$ cat src/rtl/muldiv_unit.sv
// muldiv_unit: iterative RV32M multiply/divide unit for the execute stage.
//
// Multiplies use radix-2 shift-add and divides use restoring shift-subtract.
// Both work on operand magnitudes, one bit per cycle for WIDTH cycles.
// The sign is applied to the finished product, quotient or remainder.
// Divide-by-zero and signed overflow resolve in IDLE and skip the iterations.
//
// Optional feature macro: MULDIV_FAST_MUL_EN
//   Defined   : multiply ops use a single-cycle combinational multiplier
//               and complete one cycle after the start.
//   Undefined : every op uses the iterative datapath, and no hardware
//               multiplier is inferred.
//
// Ports:
//   Clk_i     core clock; all state changes on posedge
//   Rst_n_i   synchronous active-low reset
//   Start_i   start request, taken only while Busy_o is low
//   Op_i      RV32M funct3 (MUL, MULH, MULHSU, MULHU, DIV, DIVU, REM, REMU)
//   A_i, B_i  rs1 / rs2 operands
//   Rd_i      destination register index
//   Flush_i   abort the in-flight operation
//   Busy_o    operation in progress; the core stalls on it
//   Done_o    one-cycle write-enable pulse for the register file
//   Rd_o      latched destination index
//   Result_o  result; valid while Done_o is high, held until the next Done_o
module muldiv_unit #(
  parameter int WIDTH          = 32,
  parameter int REG_ADDR_WIDTH = 5
) (
  input  logic                      Clk_i,
  input  logic                      Rst_n_i,
  input  logic                      Start_i,
  input  logic [2:0]                Op_i,
  input  logic [WIDTH-1:0]          A_i,
  input  logic [WIDTH-1:0]          B_i,
  input  logic [REG_ADDR_WIDTH-1:0] Rd_i,
  input  logic                      Flush_i,
  output logic                      Busy_o,
  output logic                      Done_o,
  output logic [REG_ADDR_WIDTH-1:0] Rd_o,
  output logic [WIDTH-1:0]          Result_o
);

  localparam int CNT_W = (WIDTH > 1) ? $clog2(WIDTH) : 1;
  localparam logic [CNT_W-1:0] LAST_CNT = CNT_W'(WIDTH - 1);

  typedef enum logic [1:0] {IDLE, CALC, DONE} state_t;

  state_t                    state, state_next;
  logic [2:0]                op_q;
  logic [REG_ADDR_WIDTH-1:0] rd_q;
  logic [WIDTH-1:0]          opb_q;
  logic [2*WIDTH-1:0]        acc_q;
  logic                      neg_res_q;
  logic                      neg_rem_q;
  logic [CNT_W-1:0]          cnt_q;
  logic [WIDTH-1:0]          result_q;

  logic                      a_signed, b_signed, a_neg, b_neg;
  logic [WIDTH-1:0]          a_mag, b_mag;
  logic                      div_zero, div_ovf, special, accept;
  logic                      fast_sel;
  logic [2*WIDTH-1:0]        fast_prod;
  logic [WIDTH:0]            mul_sum, div_shift, div_diff;
  logic [2*WIDTH-1:0]        mul_next, div_next;
  logic [2*WIDTH-1:0]        prod_signed;
  logic [WIDTH-1:0]          quo_signed, rem_signed, final_res;

  // Operand decode for a new request: signedness, magnitudes, special cases
  always_comb begin
    a_signed = (Op_i == 3'b001) || (Op_i == 3'b010) || (Op_i == 3'b100) || (Op_i == 3'b110);
    b_signed = (Op_i == 3'b001) || (Op_i == 3'b100) || (Op_i == 3'b110);
    a_neg    = a_signed & A_i[WIDTH-1];
    b_neg    = b_signed & B_i[WIDTH-1];
    a_mag    = a_neg ? -A_i : A_i;
    b_mag    = b_neg ? -B_i : B_i;
    div_zero = Op_i[2] && (B_i == '0);
    div_ovf  = Op_i[2] && !Op_i[0] && (A_i == {1'b1, {(WIDTH-1){1'b0}}}) && (B_i == '1);
    special  = div_zero || div_ovf;
    accept   = Start_i && !Flush_i;
  end

`ifdef MULDIV_FAST_MUL_EN
  // Sign-extended operands make the low 2*WIDTH product bits correct for every multiply op
  logic [2*WIDTH-1:0] fast_a, fast_b;
  always_comb begin
    fast_a    = {{WIDTH{a_neg}}, A_i};
    fast_b    = {{WIDTH{b_neg}}, B_i};
    fast_prod = fast_a * fast_b;
    fast_sel  = !Op_i[2];
  end
`else
  always_comb begin
    fast_prod = '0;
    fast_sel  = 1'b0;
  end
`endif

  // One iteration step. acc_q holds {partial product, multiplier} when multiplying.
  // It holds {remainder, dividend/quotient} when dividing.
  always_comb begin
    mul_sum   = {1'b0, acc_q[2*WIDTH-1:WIDTH]} + {1'b0, (acc_q[0] ? opb_q : {WIDTH{1'b0}})};
    mul_next  = {mul_sum, acc_q[WIDTH-1:1]};
    div_shift = {acc_q[2*WIDTH-1:WIDTH], acc_q[WIDTH-1]};
    div_diff  = div_shift - {1'b0, opb_q};
    div_next  = {(div_diff[WIDTH] ? div_shift[WIDTH-1:0] : div_diff[WIDTH-1:0]),
                 acc_q[WIDTH-2:0], ~div_diff[WIDTH]};
  end

  // Sign correction and result selection from the finished accumulator
  always_comb begin
    prod_signed = neg_res_q ? -acc_q : acc_q;
    quo_signed  = neg_res_q ? -acc_q[WIDTH-1:0] : acc_q[WIDTH-1:0];
    rem_signed  = neg_rem_q ? -acc_q[2*WIDTH-1:WIDTH] : acc_q[2*WIDTH-1:WIDTH];
    final_res   = '0;
    if (op_q[2])
      final_res = op_q[1] ? rem_signed : quo_signed;
    else if (op_q[1:0] == 2'b00)
      final_res = prod_signed[WIDTH-1:0];
    else
      final_res = prod_signed[2*WIDTH-1:WIDTH];
  end

  // State register
  always_ff @(posedge Clk_i) begin
    if (!Rst_n_i)
      state <= IDLE;
    else
      state <= state_next;
  end

  // Next-state logic
  always_comb begin
    state_next = state;
    case (state)
      IDLE: if (accept) state_next = (special || fast_sel) ? DONE : CALC;
      CALC: begin
        if (Flush_i)
          state_next = IDLE;
        else if (cnt_q == LAST_CNT)
          state_next = DONE;
      end
      DONE:    state_next = IDLE;
      default: state_next = IDLE;
    endcase
  end

  // Datapath. Special cases preload the accumulator so that the uncorrected
  // quotient/remainder halves already hold the architectural result.
  always_ff @(posedge Clk_i) begin
    if (!Rst_n_i) begin
      op_q      <= '0;
      rd_q      <= '0;
      opb_q     <= '0;
      acc_q     <= '0;
      neg_res_q <= 1'b0;
      neg_rem_q <= 1'b0;
      cnt_q     <= '0;
      result_q  <= '0;
    end else begin
      case (state)
        IDLE: begin
          if (accept) begin
            op_q      <= Op_i;
            rd_q      <= Rd_i;
            opb_q     <= b_mag;
            cnt_q     <= '0;
            neg_res_q <= 1'b0;
            neg_rem_q <= 1'b0;
            if (fast_sel)
              acc_q <= fast_prod;
            else if (div_zero)
              acc_q <= {A_i, {WIDTH{1'b1}}};
            else if (div_ovf)
              acc_q <= {{WIDTH{1'b0}}, A_i};
            else begin
              acc_q     <= {{WIDTH{1'b0}}, a_mag};
              neg_res_q <= a_neg ^ b_neg;
              neg_rem_q <= a_neg;
            end
          end
        end
        CALC: begin
          acc_q <= op_q[2] ? div_next : mul_next;
          cnt_q <= (cnt_q == LAST_CNT) ? '0 : cnt_q + CNT_W'(1);
        end
        DONE:    result_q <= final_res;
        default: ;
      endcase
    end
  end

  // Outputs
  always_comb begin
    Busy_o   = (state != IDLE);
    Done_o   = (state == DONE);
    Rd_o     = rd_q;
    Result_o = (state == DONE) ? final_res : result_q;
  end

endmodule

$ cat config.mk
export PLATFORM = sky130hd
export DESIGN_NAME = muldiv_unit
export DESIGN_NICKNAME = d
export VERILOG_FILES = /design/src/rtl/muldiv_unit.sv
export SDC_FILE = /design/constraint.sdc
export NUM_CORES = 1
export LEC_CHECK = 0
export ABC_AREA = 1
export CAP_MARGIN = 20
export CORE_MARGIN = 2
export CORE_UTILIZATION = 30
export DETAILED_ROUTE_END_ITERATION = 8
export GPL_TIMING_DRIVEN = 0
export PLACE_DENSITY = 0.47
export SLEW_MARGIN = 15
export SYNTH_ARGS = -nofsm -noshare
export SYNTH_HDL_FRONTEND = slang
export SYNTH_SLANG_ARGS = --single-unit
$ cat constraint.sdc
create_clock -name Clk_i -period 6.71 [get_ports Clk_i]
set_input_delay 1.0065 -clock Clk_i [delete_from_list [all_inputs] [get_ports Clk_i]]
set_output_delay 1.0065 -clock Clk_i [all_outputs]
set_load 0.02 [all_outputs]
After elaboration in Yosys (flattened, before gate mapping)
Cells that the tools add are included.
{ "word_totals": {"output_inout_bits": 39, "input_bits": 76, "register_bits": 145} }
{ "classes": {"reduce_logical": 21, "bitwise": 4, "n_mux": 28, "n_addsub": 8, "eq_ne": 11} }
{ "ops": {"columns": ["cell", "n"], "rows": [
  ["2-to-1 mux 32 bit", 11],
  ["2-to-1 mux 64 bit", 4],
  ["negation 32 bit", 4],
  ["one-hot mux 64 bit (2 select lines)", 1],
  ["== test 32 bit, second input constant", 2],
  ["negation 64 bit", 1],
  ["adder 32 x 32 -> 33 bit", 1],
  ["subtractor 33 x 32 -> 33 bit", 1],
  ["zero test 32 bit", 1],
  ["2-to-1 mux 5 bit", 2],
  ["one-hot mux 5 bit (2 select lines)", 1],
  ["2-to-1 mux 2 bit", 4],
  ["== test 3 bit, second input constant", 2],
  ["logical OR 1 bit", 6],
  ["AND reduction 2 bit", 3],
  ["adder 5 x 1 -> 5 bit, second input constant", 1],
  ["== test 5 bit, second input constant", 1],
  ["logical AND 1 bit", 5],
  ["zero test 2 bit", 2],
  ["2-to-1 mux 1 bit", 4],
  ["one-hot mux 2 bit (2 select lines)", 1],
  ["nonzero test 2 bit", 2],
  ["== test 3 x 1 -> 1 bit, second input constant", 1],
  ["== test 3 x 2 -> 1 bit, second input constant", 1],
  ["8 further kinds", 10]
]} }

Longest topological paths before layout
{ "logic_depth": {"depth_word": 10, "ltp_mapped": 21, "ltp_nobuf": 20} }

Worst setup path after synthesis
No wires, ideal clock.
{ "synth_timing": {"path_type": "register to output", "startpoint": "reg acc_q[0]", "endpoint": "out Result_o[16]", "path_slack_ns": 3.754, "n_path_buf": 1, "path_stages_with_launch": 17, "arrival_time_ns": 1.949, "required_ns": 5.704, "cell_sequence": "dfxtp_1 buf_2 inv_2 ha_1 nand3_1 nor2_1 nand3_2 nor2_2 nand2_2 nand2_2 nand2_1 a21oi_1 o21ai_1 nand3_1 nand2_1 nand2_1 inv_1"} }
{ "synth_between": {"elab_chain_cells": 5, "word_cells_on_any_way": 8, "classes_between": "add/sub: 2; mux: 6"} }
{ "synth_rtl": {"columns": ["element", "line", "source"], "rows": [
  ["start: declaration", "53", "logic [2*WIDTH-1:0] acc_q;"],
  ["start signal: assignment", "171", "acc_q <= fast_prod;"],
  ["start signal: assignment", "173", "acc_q <= {A_i, {WIDTH{1'b1}}};"],
  ["start signal: assignment", "175", "acc_q <= {{WIDTH{1'b0}}, A_i};"],
  ["negation 64 bit or negation 32 bit (tied branches)", "112, 113", null],
  ["2-to-1 mux 64 bit or 2-to-1 mux 32 bit (tied branches)", "112, 113", null],
  ["2-to-1 mux 32 bit (on tied branches)", "118, 117", null],
  ["2-to-1 mux 32 bit (*)", "116", "if (op_q[2])"],
  ["2-to-1 mux 32 bit (*)", null, null],
  ["end: declaration", "41", "output logic [WIDTH-1:0] Result_o"]
]} }
Mark *: on every way between the ends. The rest lies on a longest branch, timed or not.

Final worst setup path
{ "layout_timing": {"startpoint": "reg acc_q[32]", "endpoint": "out Result_o[21]"} }
{ "layout_between": {"elab_chain_cells": 5, "word_cells_on_any_way": 8, "classes_between": "add/sub: 2; mux: 6"} }
{ "layout_rtl": {"columns": ["element", "line"], "rows": [
  ["negation 64 bit or negation 32 bit (tied branches)", "112, 114"],
  ["2-to-1 mux 64 bit or 2-to-1 mux 32 bit (tied branches)", "112, 114"],
  ["2-to-1 mux 32 bit (on tied branches)", "118, 117"],
  ["2-to-1 mux 32 bit (*)", "116"],
  ["2-to-1 mux 32 bit (*)", null]
]} }
Marks and branches as above.

==> metrics.md <==
| Metric | Value |
|---|---|
| Fin crit share | `77.0%` |
| # hold bufs at CTS | `0` |
| Initial antenna violation count | `0` |
| Register area | `2900 um^2` |
| Slowest CP cell | `nor2_1` |
| Post-CTS Resized | `0` |
| EDFF count, synth | `0` |
| WP data required | `5700 ps` |
| DR pass1 iterations | `7` |
| Leak Pwr | `10.9 nW` |
| Maxcap violations | `0` |
| Async set-reset flop share out of synthesis | `0%` |
| Final hold violations | `0` |
| Synth top area share | `22.4%` |
| # DRC | `0` |
| Worst-case vdd ir drop | `0.000230 V` |
| Htree depth | `4` |
| Die area | `62,700 um^2` |
| CP Cell Sequence | `inv_1, nand3_1, nor2_1, nand2_1, nor2_1, nand2_1, nand2_1, nand2_1, nand2_1, nand2_1, nand2_1, nand3_1, nand2_1, inv_1, clkdlybuf4s50_1` |
| Nets | `3,731` |
| Vias in the first global route | `21,600` |
| Io pins | `115` |
| Mapped Nets | `3,599` |
| Clock Latency Late Sink | `510 ps` |
| Dpl cells | `4,345` |
| Hold Path Class | `reg2reg` |
| Most frequent CP cell | `nand2_1` |
| Root buffer selected by CTS | `clkbuf_16` |
| Starting DRT DRC Count | `2,177` |
| Starting Density | `30.2%` |
| Ys flop type | `dfxtp_1` |
| Vias per cell | `5.20` |
| FP Rows | `90` |
| Clk pin slew, worst setup/hold paths | `70 ps` |
| Area growth from synthesis to layout | `14.9%` |
| Layout fillers | `7,012` |
| Hold slack | `468 ps` |
| Max-slew headroom | `32.3%` |
| Antenna fix cells | `0` |
| # clock sinks | `145` |
| Gpl congestion | `1.01` |
| RSZ-0062 raised after global routing | `no` |
| Commonest non-fill, non-tap cell in the layout | `nand2_1` |
| Sequential share of the synthesized area | `15.9%` |
| Final min period | `5170 ps` |
| Total power | `4.94 mW` |
| Cell Area, Synth | `18,200 um^2` |
| Synth Register Bits | `145` |
| Max Freq | `194 MHz` |
| Final Skew | `21.9 ps` |
| Final std cells w/o fill | `4,377` |
| Endpoints failing setup | `0` |
| Post-layout util | `34.8%` |
| TritonCTS clock tree | `yes` |
| Most frequent cells in the layout | `nand2_1 (1,086), inv_1 (560), nor2_1 (362)` |
| Power per cell area | `236 nW/um^2` |
| Synth unique cells | `51` |
| Critical Path Max Stage Delay | `550 ps` |
| Core ar. | `60,200 um^2` |
| CP Launch Type | `register` |
| DRT antenna net count | `0` |
| Largest net degree at the start of global routing | `17` |
| Setup CP Type | `reg2out` |
| Die H | `250 um` |
| Syn Inst Count | `3,450` |
| Outcome | `complete, no violations` |
| Fin. max-slew vios | `0` |
| First-pass GRT wire length | `144,000 um` |
| Setup tns final | `0 ps` |
| Post-CTS Setup Repair Bufs | `0` |
| Share of layout cells above drive strength 1 | `3.64%` |
| CTS Buf Count | `17` |
| Critical path peak fanout | `7` |
| HPWL Detailed | `80,300 um` |
| Cell accounting for the most synthesized area | `nand2_1` |
| Max clock buf depth | `2` |
| CP Capture Type | `output pin` |
| Synth area leaders | `nand2_1 (22%), dfxtp_1 (16%), inv_1 (12%)` |
| Die width | `250 um` |
| Via count | `22,800` |
| Multi-input logic area | `12,600 um^2` |
| Total grt overflow | `0` |
| Total track usage | `31.3%` |
| CP arrival | `4160 ps` |
| Routed wire length | `98,200 um` |
| Buffers on Ports | `113` |
| Syn avg cell area | `5.28 um^2` |
| Worst-margin pin slew | `1020 ps` |
| Yosys synthesis warning count | `0` |
| WL per Instance | `22.4 um` |
worst paths after layout:
| kind | startpoint | slack, ps | cells after the start | endpoint |
|---|---|---|---|---|
| hold reg to reg | cnt_q[3] | 470 | 2 | cnt_q[3] |
| setup / recovery | acc_q[32] | 1540 | 15 | Result_o[21] |
| hold / removal | cnt_q[3] | 470 | 2 | cnt_q[3] |
| setup reg to reg | acc_q[32] | 3160 | 16 | acc_q[46] |
cell usage after synthesis (3+ instances only):
cell,instances
a21boi_0,3
a21oi_1,207
a21oi_2,6
a31oi_1,20
and2_1,6
buf_1,20
buf_2,15
buf_4,3
buf_6,5
clkbuf_1,85
clkinv_1,3
dfxtp_1,145
ha_1,71
inv_1,560
inv_2,3
nand2_1,1086
nand2_2,11
nand3_1,262
nand3_2,9
nand3b_1,6
nand4_1,41
nor2_1,363
nor2_2,7
nor2_4,5
nor3_1,35
nor4_1,8
o211ai_1,30
o21ai_0,252
o21ai_1,29
o21bai_1,6
o221ai_1,7
o31ai_1,3
or2_2,25
xnor2_1,13
xor2_1,79
per-layer routing:
metal	track usage [%]	vias up	wire (um)
li1	-	11200	-
met3	6.65	209	8420
met4	15.0	0	4970
met5	0	-	0
met1	41.9	10400	43700
met2	47.6	990	41200
layout make-up:
class                           instances  share of cell area (%)
Clock inverter                         13                   0.729
Buffer                                129                    2.69
Tap cell                              782                    4.67
Multi-Input combinational cell       2610                    60.3
Sequential cell                       145                    13.9
Timing Repair Buffer                  113                    5.40
Inverter                              566                    10.1
Clock buffer                           19                    2.16
where the power goes:
part / internal, mW / switching (mW) / total [mW] / leakage (nW)
Clock: 0.573 / 0.480 / 1.05 / 0.292
Sequential: 0.943 / 0.213 / 1.16 / 1.19
Combinational: 0.783 / 1.95 / 2.73 / 9.40
through the flow:
step           instance area (um^2)  setup slack (ps)
2_1_floorplan                 18200              3750
3_3_place_gp                  20300              2190
3_5_place_dp                  20300              2210
4_1_cts                       20900              1660
5_1_grt                       20900              1470
6_report                      20900              1540
flip-flops by register name, indices dropped and copies added, names as in the netlist, 2 cells and up:
register	count
state	2
opb_q	32
op_q	3
result_q	32
cnt_q	5
acc_q	64
Rd_o	5
worst max-delay path: cells and delay by family, from the launching register on:
family / cells / cell delay (ps)
and+or+nand+nor: 12 / 2160
buffers and inverters: 3 / 1000
DFF: 1 / 480
cells by family after synthesis:
logic type | share of synthesized area [%]
AO/OA/AOI/OAI | 16.9
buffers and inverters | 14.8
flip-flops | 15.9
adder cells (fa/ha/maj) | 5.10
XOR/XNOR | 4.42
AND/OR/NAND/NOR | 42.9
Power figures use the tool's default switching activity.
